[src/rtl/h_cmd_queue.sv]
// h_pkg: command payload types shared by the producer, this queue and engine h.
// h_cmd_queue: in-order FIFO in front of hash engine h that caps the number of
// issued-but-unanswered commands.
// Ports:
//   clk, arst_n               clock, asynchronous active-low reset
//   i_cmd_vld/opcode/k/v      producer command (push on i_cmd_vld && o_cmd_rdy)
//   o_cmd_rdy                 queue not full
//   o_cmd_vld_w/opcode/k/v_w  head command to h (pop on o_cmd_vld_w && i_cmd_rdy_w)
//   i_cmd_rdy_w               h accepts the command
//   i_rsp_vld                 h response pulse, retires one in-flight command
//   o_occupancy, o_outstanding, o_err  status; o_err is sticky until reset
package h_pkg;
  typedef logic [1:0]  opcode_t;
  typedef logic [7:0]  k_t;
  typedef logic [15:0] v_t;

  localparam opcode_t OP_NOP    = 2'd0;
  localparam opcode_t OP_INSERT = 2'd1;
  localparam opcode_t OP_LOOKUP = 2'd2;
  localparam opcode_t OP_DELETE = 2'd3;

  typedef struct packed {
    opcode_t opcode;
    k_t      k;
    v_t      v;
  } cmd_t;
endpackage

module h_cmd_queue #(
  parameter int unsigned DEPTH           = 4,
  parameter int unsigned MAX_OUTSTANDING = 2
) (
  input  logic                                   clk,
  input  logic                                   arst_n,
  input  logic                                   i_cmd_vld,
  input  h_pkg::opcode_t                         i_cmd_opcode,
  input  h_pkg::k_t                              i_cmd_k,
  input  h_pkg::v_t                              i_cmd_v,
  output logic                                   o_cmd_rdy,
  output logic                                   o_cmd_vld_w,
  output h_pkg::opcode_t                         o_cmd_opcode_w,
  output h_pkg::k_t                              o_cmd_k_w,
  output h_pkg::v_t                              o_cmd_v_w,
  input  logic                                   i_cmd_rdy_w,
  input  logic                                   i_rsp_vld,
  output logic [$clog2(DEPTH+1)-1:0]             o_occupancy,
  output logic [$clog2(MAX_OUTSTANDING+1)-1:0]   o_outstanding,
  output logic                                   o_err
);
  localparam int unsigned PTR_W = $clog2(DEPTH);
  localparam int unsigned OCC_W = $clog2(DEPTH + 1);
  localparam int unsigned OUT_W = $clog2(MAX_OUTSTANDING + 1);

  h_pkg::cmd_t      r_mem [DEPTH];
  logic [PTR_W-1:0] r_wptr;
  logic [PTR_W-1:0] r_rptr;
  logic [OCC_W-1:0] r_occ;
  logic [OUT_W-1:0] r_out;
  logic             r_err;

  logic             w_push;
  logic             w_pop;
  logic             w_empty;
  h_pkg::cmd_t      w_wr;
  h_pkg::cmd_t      w_head;

  // Handshake qualifiers come from registered counts only, never from h's ready.
  assign w_empty     = (r_occ == '0);
  assign o_cmd_rdy   = (r_occ != OCC_W'(DEPTH));
  assign o_cmd_vld_w = !w_empty && (r_out < OUT_W'(MAX_OUTSTANDING));
  assign w_push      = i_cmd_vld && o_cmd_rdy;
  assign w_pop       = o_cmd_vld_w && i_cmd_rdy_w;

  assign w_wr = '{opcode: i_cmd_opcode, k: i_cmd_k, v: i_cmd_v};

  // Head entry; forced to zero when empty so stale storage never leaks out.
  assign w_head         = w_empty ? '0 : r_mem[r_rptr];
  assign o_cmd_opcode_w = w_head.opcode;
  assign o_cmd_k_w      = w_head.k;
  assign o_cmd_v_w      = w_head.v;

  assign o_occupancy   = r_occ;
  assign o_outstanding = r_out;
  assign o_err         = r_err;

  // Storage needs no reset: it is only observable through a non-empty head.
  always_ff @(posedge clk) begin
    if (w_push) r_mem[r_wptr] <= w_wr;
  end

  // Pointers and occupancy; power-of-two depth makes the wrap implicit.
  always_ff @(posedge clk or negedge arst_n) begin
    if (!arst_n) begin
      r_wptr <= '0;
      r_rptr <= '0;
      r_occ  <= '0;
    end else begin
      if (w_push) r_wptr <= r_wptr + PTR_W'(1);
      if (w_pop)  r_rptr <= r_rptr + PTR_W'(1);
      case ({w_push, w_pop})
        2'b10:   r_occ <= r_occ + OCC_W'(1);
        2'b01:   r_occ <= r_occ - OCC_W'(1);
        default: r_occ <= r_occ;
      endcase
    end
  end

  // In-flight credits; a response with nothing in flight flags a sticky error.
  always_ff @(posedge clk or negedge arst_n) begin
    if (!arst_n) begin
      r_out <= '0;
      r_err <= 1'b0;
    end else begin
      if (w_pop && !i_rsp_vld) begin
        r_out <= r_out + OUT_W'(1);
      end else if (!w_pop && i_rsp_vld) begin
        if (r_out != '0) r_out <= r_out - OUT_W'(1);
        else             r_err <= 1'b1;
      end
    end
  end

  a_occ_bound: assert property (@(posedge clk) disable iff (!arst_n)
    r_occ <= OCC_W'(DEPTH));
  a_out_bound: assert property (@(posedge clk) disable iff (!arst_n)
    r_out <= OUT_W'(MAX_OUTSTANDING));

endmodule

[config.mk]
export PLATFORM = sky130hd
export DESIGN_NAME = h_cmd_queue
export DESIGN_NICKNAME = d
export VERILOG_FILES = /design/src/rtl/h_cmd_queue.sv
export SDC_FILE = /design/constraint.sdc
export NUM_CORES = 1
export LEC_CHECK = 0
export CAP_MARGIN = 0
export CORE_ASPECT_RATIO = 0.9
export CORE_MARGIN = 10
export CORE_UTILIZATION = 58
export DETAILED_ROUTE_END_ITERATION = 12
export GPL_TIMING_DRIVEN = 0
export HOLD_SLACK_MARGIN = 0.12
export MAX_ROUTING_LAYER = met4
export PLACE_DENSITY = 0.84
export SYNTH_ARGS = -nofsm -noshare
export SYNTH_HDL_FRONTEND = slang
export SYNTH_SLANG_ARGS = --single-unit
[constraint.sdc]
create_clock -name clk -period 4.8 [get_ports clk]
set_input_delay 0.96 -clock clk [delete_from_list [all_inputs] [get_ports clk]]
set_output_delay 0.96 -clock clk [all_outputs]
set_load 0.005 [all_outputs]
==> flow_summary.toml, run 1 <==
[global_routing]
grt_overflow_total = 0
grt.total_usage = 0.1693
grt_max_degree = 27
grt_pass1_wl_um = 14390
grt_pass1_vias = 2561
antenna_found_initial = 0

[die]
die_h_um = 104.1
fp.dieW_um = 113.4
dieArea_um2 = 11810
core-area_um2 = 7582
ios = 65
rows = 30
initial_core_util = 0.6010

[flow_run]
cap_violations = 0

[setup_path]
crit_path_top_delay_cell = "clkdlybuf4s50_1"
crit_chain = "nor3_1 -> buf_4 -> clkbuf_1 -> and2b_1 -> clkdlybuf4s50_1"
cp.arrival_ns = 2.51
cpPeakStageDelay_ns = 0.45
worst-path-max-fanout = 10
worstSetupPathType = "flop to output pin"
crit_family = "buffers and inverters"
critPathCaptureType = "output pin"
cp-start-kind = "flop"
critical_path_buf_inv_count = 3
crit_required_ns = 3.84

[sta]
fin_skew_ns = 0.008349
grt_setup_unrepaired = "false"
fmax_mhz = 287.9
min_period_ns = 3.474
hold_ws_ns = 0.4980
relSlewSlack = 0.5303
setup_viol = 0
slew_viol_final = 0
hold_viol = 0
fin_crit_sh = 0.7237
worst_slew_pin_slew_ns = 0.7045
fin_tns_setup_ns = 0
setup_slack_ns = 1.326

[finish]
diodes = 0
drive_gt1_frac = 0.2132
fin_nets = 345
final_util = 0.7695
mostFrequentLayoutCell = "edfxtp_1"
stdcell_count = 415
syn_to_final_growth_pct = 28.03
final_cell_mix = "edfxtp_1, clkdlybuf4s50_1, mux4_2"
stdcell_area_um2 = 5834

[placed_design]
dp_hpwl_um = 5350
io_buffers = 64
post-place-ws_ns = 1.854
post_dp_cell_area_um2 = 5318
gp_congestion = 0.7170
dp.cells = 383

[route]
drtIter0Drc = 119
num_vias = 2317
dr.pass1.iters = 5
viasPerCell = 5.583
wl_per_cell_um = 21.68
drtAntennaViolNets = 0
drc_errors = 0
drt_wl_total_um = 8996

[synth]
synth_flop_cell = "edfxtp_1"
async_reset_ff_frac = 0.08772
synth_cell_type_count = 29
ys_seq_elements = 114
synthCells = 223
mappedNetlistNets = 262
synth-edff-count = 104
synth-seq-area-share = 0.7403
syn_area_per_cell_um2 = 20.43
syn-cell-area_um2 = 4557
yosysWarnings = 0

[min_path]
hp-class = "flop to flop"

[power]
worst_ir_drop_vdd_uv = 384.7
finalPower_mw = 3.858
powerDensity_nw_per_um2 = 661.3
p_leak_nw = 2.042

[outcome]
status = "finished, final reports clean"

[clocking]
clockBufferDepth = 2
cts_buffers = 17
ctsResizeCount = 0
ctsHoldBuffers = 0
h-tree-depth = 4
cts_tree = "yes"
cts_setup_buffers = 0
insertion_delay_ns = 0.51
cts_root_buffer = "clkbuf_8"
clkTransAtPathRegs_ns = 0.05
cts.sinks = 114
==> cell families after synthesis <==
group | count (synthesis) | share of synthesized area
flip-flops | 114 | 0.7403
AND/OR/NAND/NOR | 42 | 0.05958
multiplexers | 27 | 0.1318
buffers and inverters | 20 | 0.02499
adder cells (fa/ha/maj) | 8 | 0.02361
AO/OA/AOI/OAI | 6 | 0.008238
XOR/XNOR | 6 | 0.01153
==> path summary, 6_finish.rpt <==
check / start / endpoint / slack, ns / depth (start not counted)
hold reg to reg: o_err / o_err / 0.50 / 1
setup reg to reg: o_occupancy[1] / o_occupancy[2] / 2.56 / 9
max in group asynchronous: arst_n / o_err / 3.67 / 1
hold / removal: o_err / o_err / 0.50 / 1
min in group asynchronous: arst_n / r_wptr[0] / 0.79 / 1
setup / recovery: o_occupancy[1] / o_cmd_v_w[14] / 1.33 / 5
==> area by class of cell <==
cell class | count | area, µm²
flip-flops and latches | 114 | 3373
inverters | 11 | 41.29
clock buffers | 19 | 421.7
plain buffers | 9 | 72.57
fillers | 435 | 1748
repair buffers | 64 | 640.6
well taps | 96 | 120.1
multi-input cells | 89 | 1070
clock inverters | 13 | 95.09
==> metal layers <==
| layer | routed length [µm] | track usage | vias up |
|---|---|---|---|
| met4 | 112 | 0.08605 | 0 |
| met2 | 5033 | 0.2700 | 77 |
| li1 | - | - | 1042 |
| met5 | 0 | - | - |
| met1 | 3367 | 0.1847 | 1192 |
| met3 | 483 | 0.05652 | 6 |
==> synthesized netlist by cell type, types with 2 or more instances <==
| cell | n | area, µm² |
|---|---|---|
| edfxtp_1 | 104 | 3123 |
| mux4_2 | 26 | 585.6 |
| nor2b_1 | 22 | 137.6 |
| inv_1 | 11 | 41.29 |
| dfrtp_1 | 10 | 250.2 |
| ha_1 | 7 | 87.58 |
| and2b_1 | 4 | 30.03 |
| and3_2 | 4 | 30.03 |
| xor2_1 | 4 | 35.03 |
| buf_2 | 3 | 15.01 |
| nor2_1 | 3 | 11.26 |
| nor3_1 | 3 | 15.01 |
| a21oi_1 | 2 | 10.01 |
| buf_6 | 2 | 22.52 |
| clkbuf_1 | 2 | 7.510 |
| nand2_1 | 2 | 7.510 |
| xnor2_1 | 2 | 17.52 |
==> sequential cells by signal (all words and copies together) (netlist names) <==
signal,count
r_wptr,2
o_occupancy,3
o_err,1
r_mem,104
o_outstanding,2
r_rptr,2
==> report_power, final <==
group	total (mW)	internal, mW	leakage, nW	switching [mW]
Clock	1.08	0.671	0.243	0.406
Combinational	1.38	0.791	0.729	0.585
Sequential	1.40	1.32	1.07	0.0797
No activity file was read; power rests on OpenSTA's default activity.
==> run 2, diff against run 1 <==
- CORE_UTILIZATION: 58 -> 49
- PLACE_DENSITY: 0.84 -> 0.76
- clock period: 4.8 -> 2.95 ns (I/O delays scaled with it)
==> run 2 against run 1 <==
Effect of this change: critical path depth unchanged; global-route usage down 3.6 points; sequential power up 62%; core utilization down 11 points; critical endpoint is now o_cmd_v_w[8]; largest power group is now combinational cells.
==> flow_summary.toml, run 2 (synthesis results as in run 1) <==
[finish]
mostFrequentLayoutCell = "edfxtp_1"
largest_register_ffs = 104
ff_latch_area_um2 = 3373
largest-register = "r_mem"
final_util = 0.6616
fill_cells = 625
final_cell_mix = "edfxtp_1, clkdlybuf4s50_1, mux4_2"
fin_nets = 348
multi_input_comb_area_um2 = 1070
stdcell_count = 444
syn_to_final_growth_pct = 31.88
drive_gt1_frac = 0.2422
diodes = 0

[route]
drtIter0Drc = 172
drt_wl_total_um = 8364
drc_errors = 0
wl_per_cell_um = 18.84
drtAntennaViolNets = 0
dr.pass1.iters = 6
viasPerCell = 5.164
num_vias = 2293

[die]
rows = 33
initial_core_util = 0.5017
die_h_um = 111.5
dieArea_um2 = 13560
ios = 65
fp.dieW_um = 121.7
core-area_um2 = 9084

[sta]
setup_viol = 0
fin_crit_sh = 0.9707
hold_ws_ns = 0.4188
fin_skew_ns = 0.01332
hold_viol = 0
worst_slew_pin_slew_ns = 0.7248
relSlewSlack = 0.5168
min_period_ns = 2.864
slew_viol_final = 0
fmax_mhz = 349.2
setup_slack_ns = 0.08642

[power]
worst_ir_drop_vdd_uv = 764.4
powerDensity_nw_per_um2 = 1097
finalPower_mw = 6.595
p_leak_nw = 2.116

[placed_design]
io_buffers = 64
gp_congestion = 0.7522
dp.cells = 409
post-place-ws_ns = 0.3290
dp_hpwl_um = 5110

[global_routing]
grt_pass1_vias = 2437
antenna_found_initial = 0
grt_max_degree = 27
grt.total_usage = 0.1331
grt_pass1_wl_um = 13210
grt_overflow_total = 0

[setup_path]
cp.arrival_ns = 2.27
worstSetupPathType = "flop to output pin"
crit_path_end = "o_cmd_v_w[8]"
r2r_setup_slack_ns = 0.70
rr_worst_depth = 9
worst-path-max-fanout = 10
r2r_start = "o_occupancy[1]"
cp-start-kind = "flop"
critPathCaptureType = "output pin"
crit_required_ns = 2.36
cp-startpoint = "r_rptr[0]"
r2r_end = "o_occupancy[2]"

[min_path]
hp-class = "input port to async pin"

[clocking]
cts_root_buffer = "clkbuf_8"
cts_buffers = 17
cts_tree = "yes"
h-tree-depth = 4
clkTransAtPathRegs_ns = 0.06
clockBufferDepth = 2
insertion_delay_ns = 0.50
ctsHoldBuffers = 0
cts.sinks = 114

[outcome]
status = "finished, final reports clean"

[flow_run]
cap_violations = 0
==> run 2: changes by cell type in the layout (fill, tap and decap cells not counted), sizes merged <==
cell / before / now
clkinv: 8 / 6
bufinv: 1 / 3
buf: 7 / 11
clkbuf: 21 / 18
clkinvlp: 4 / 3
inv: 11 / 14
==> run 2: per-layer routing <==
metal | vias to the layer above | wire [µm] | track usage
met4 | 0 | 55 | 0.04051
met5 | - | 0 | -
li1 | 1045 | - | -
met3 | 8 | 528 | 0.05000
met1 | 1172 | 3663 | 0.1615
met2 | 68 | 4116 | 0.2030
==> run 2: area by class of cell <==
class / count / share of cell area
Buffer: 8 / 0.01541
Clock buffer: 17 / 0.06892
Clock inverter: 15 / 0.03040
Inverter: 11 / 0.006871
Multi-Input combinational cell: 89 / 0.1780
Sequential cell: 114 / 0.5613
Tap cell: 122 / 0.02540
Timing Repair Buffer: 68 / 0.1137
==> run 2: power by group <==
part,switching (mW),leakage [nW],total (mW),internal (mW)
Combinational,0.940,0.763,2.31,1.37
Clock,0.725,0.283,2.02,1.29
Sequential,0.117,1.07,2.27,2.15
==> run 2: worst min-delay path by stage <==
| stage | from | endpoint | slack [ns] | depth (start not counted) |
|---|---|---|---|---|
| after global routing | arst_n | o_err | 0.43 | 1 |
| final | arst_n | o_err | 0.42 | 1 |
| after global placement | o_err | o_err | 0.46 | 1 |
| after CTS | arst_n | o_err | 0.41 | 1 |
| after floorplan | arst_n | o_err | 0.29 | 0 |
| after detailed placement | o_err | o_err | 0.47 | 1 |
==> run 2: what timing repair did <==
item,CTS,global route
resized for setup,6,2
setup endpoints to repair,19,19
buffers inserted,0,4
==> run 2: metrics by stage <==
step / area (µm²) / setup TNS [ns]
floorplan: 4557 / 0
detailed placement: 5350 / 0
finish: 6010 / 0
CTS: 5966 / 0
global route: 6010 / -0.0009772
global placement: 5350 / 0
==> run 2: critical path: stages, from the launching register on <==
cell,delay (ns)
dfrtp_1,0.38
buf_12,0.14
buf_12,0.15
mux4_2,0.52
nor2b_1,0.14
clkdlybuf4s50_1,0.45
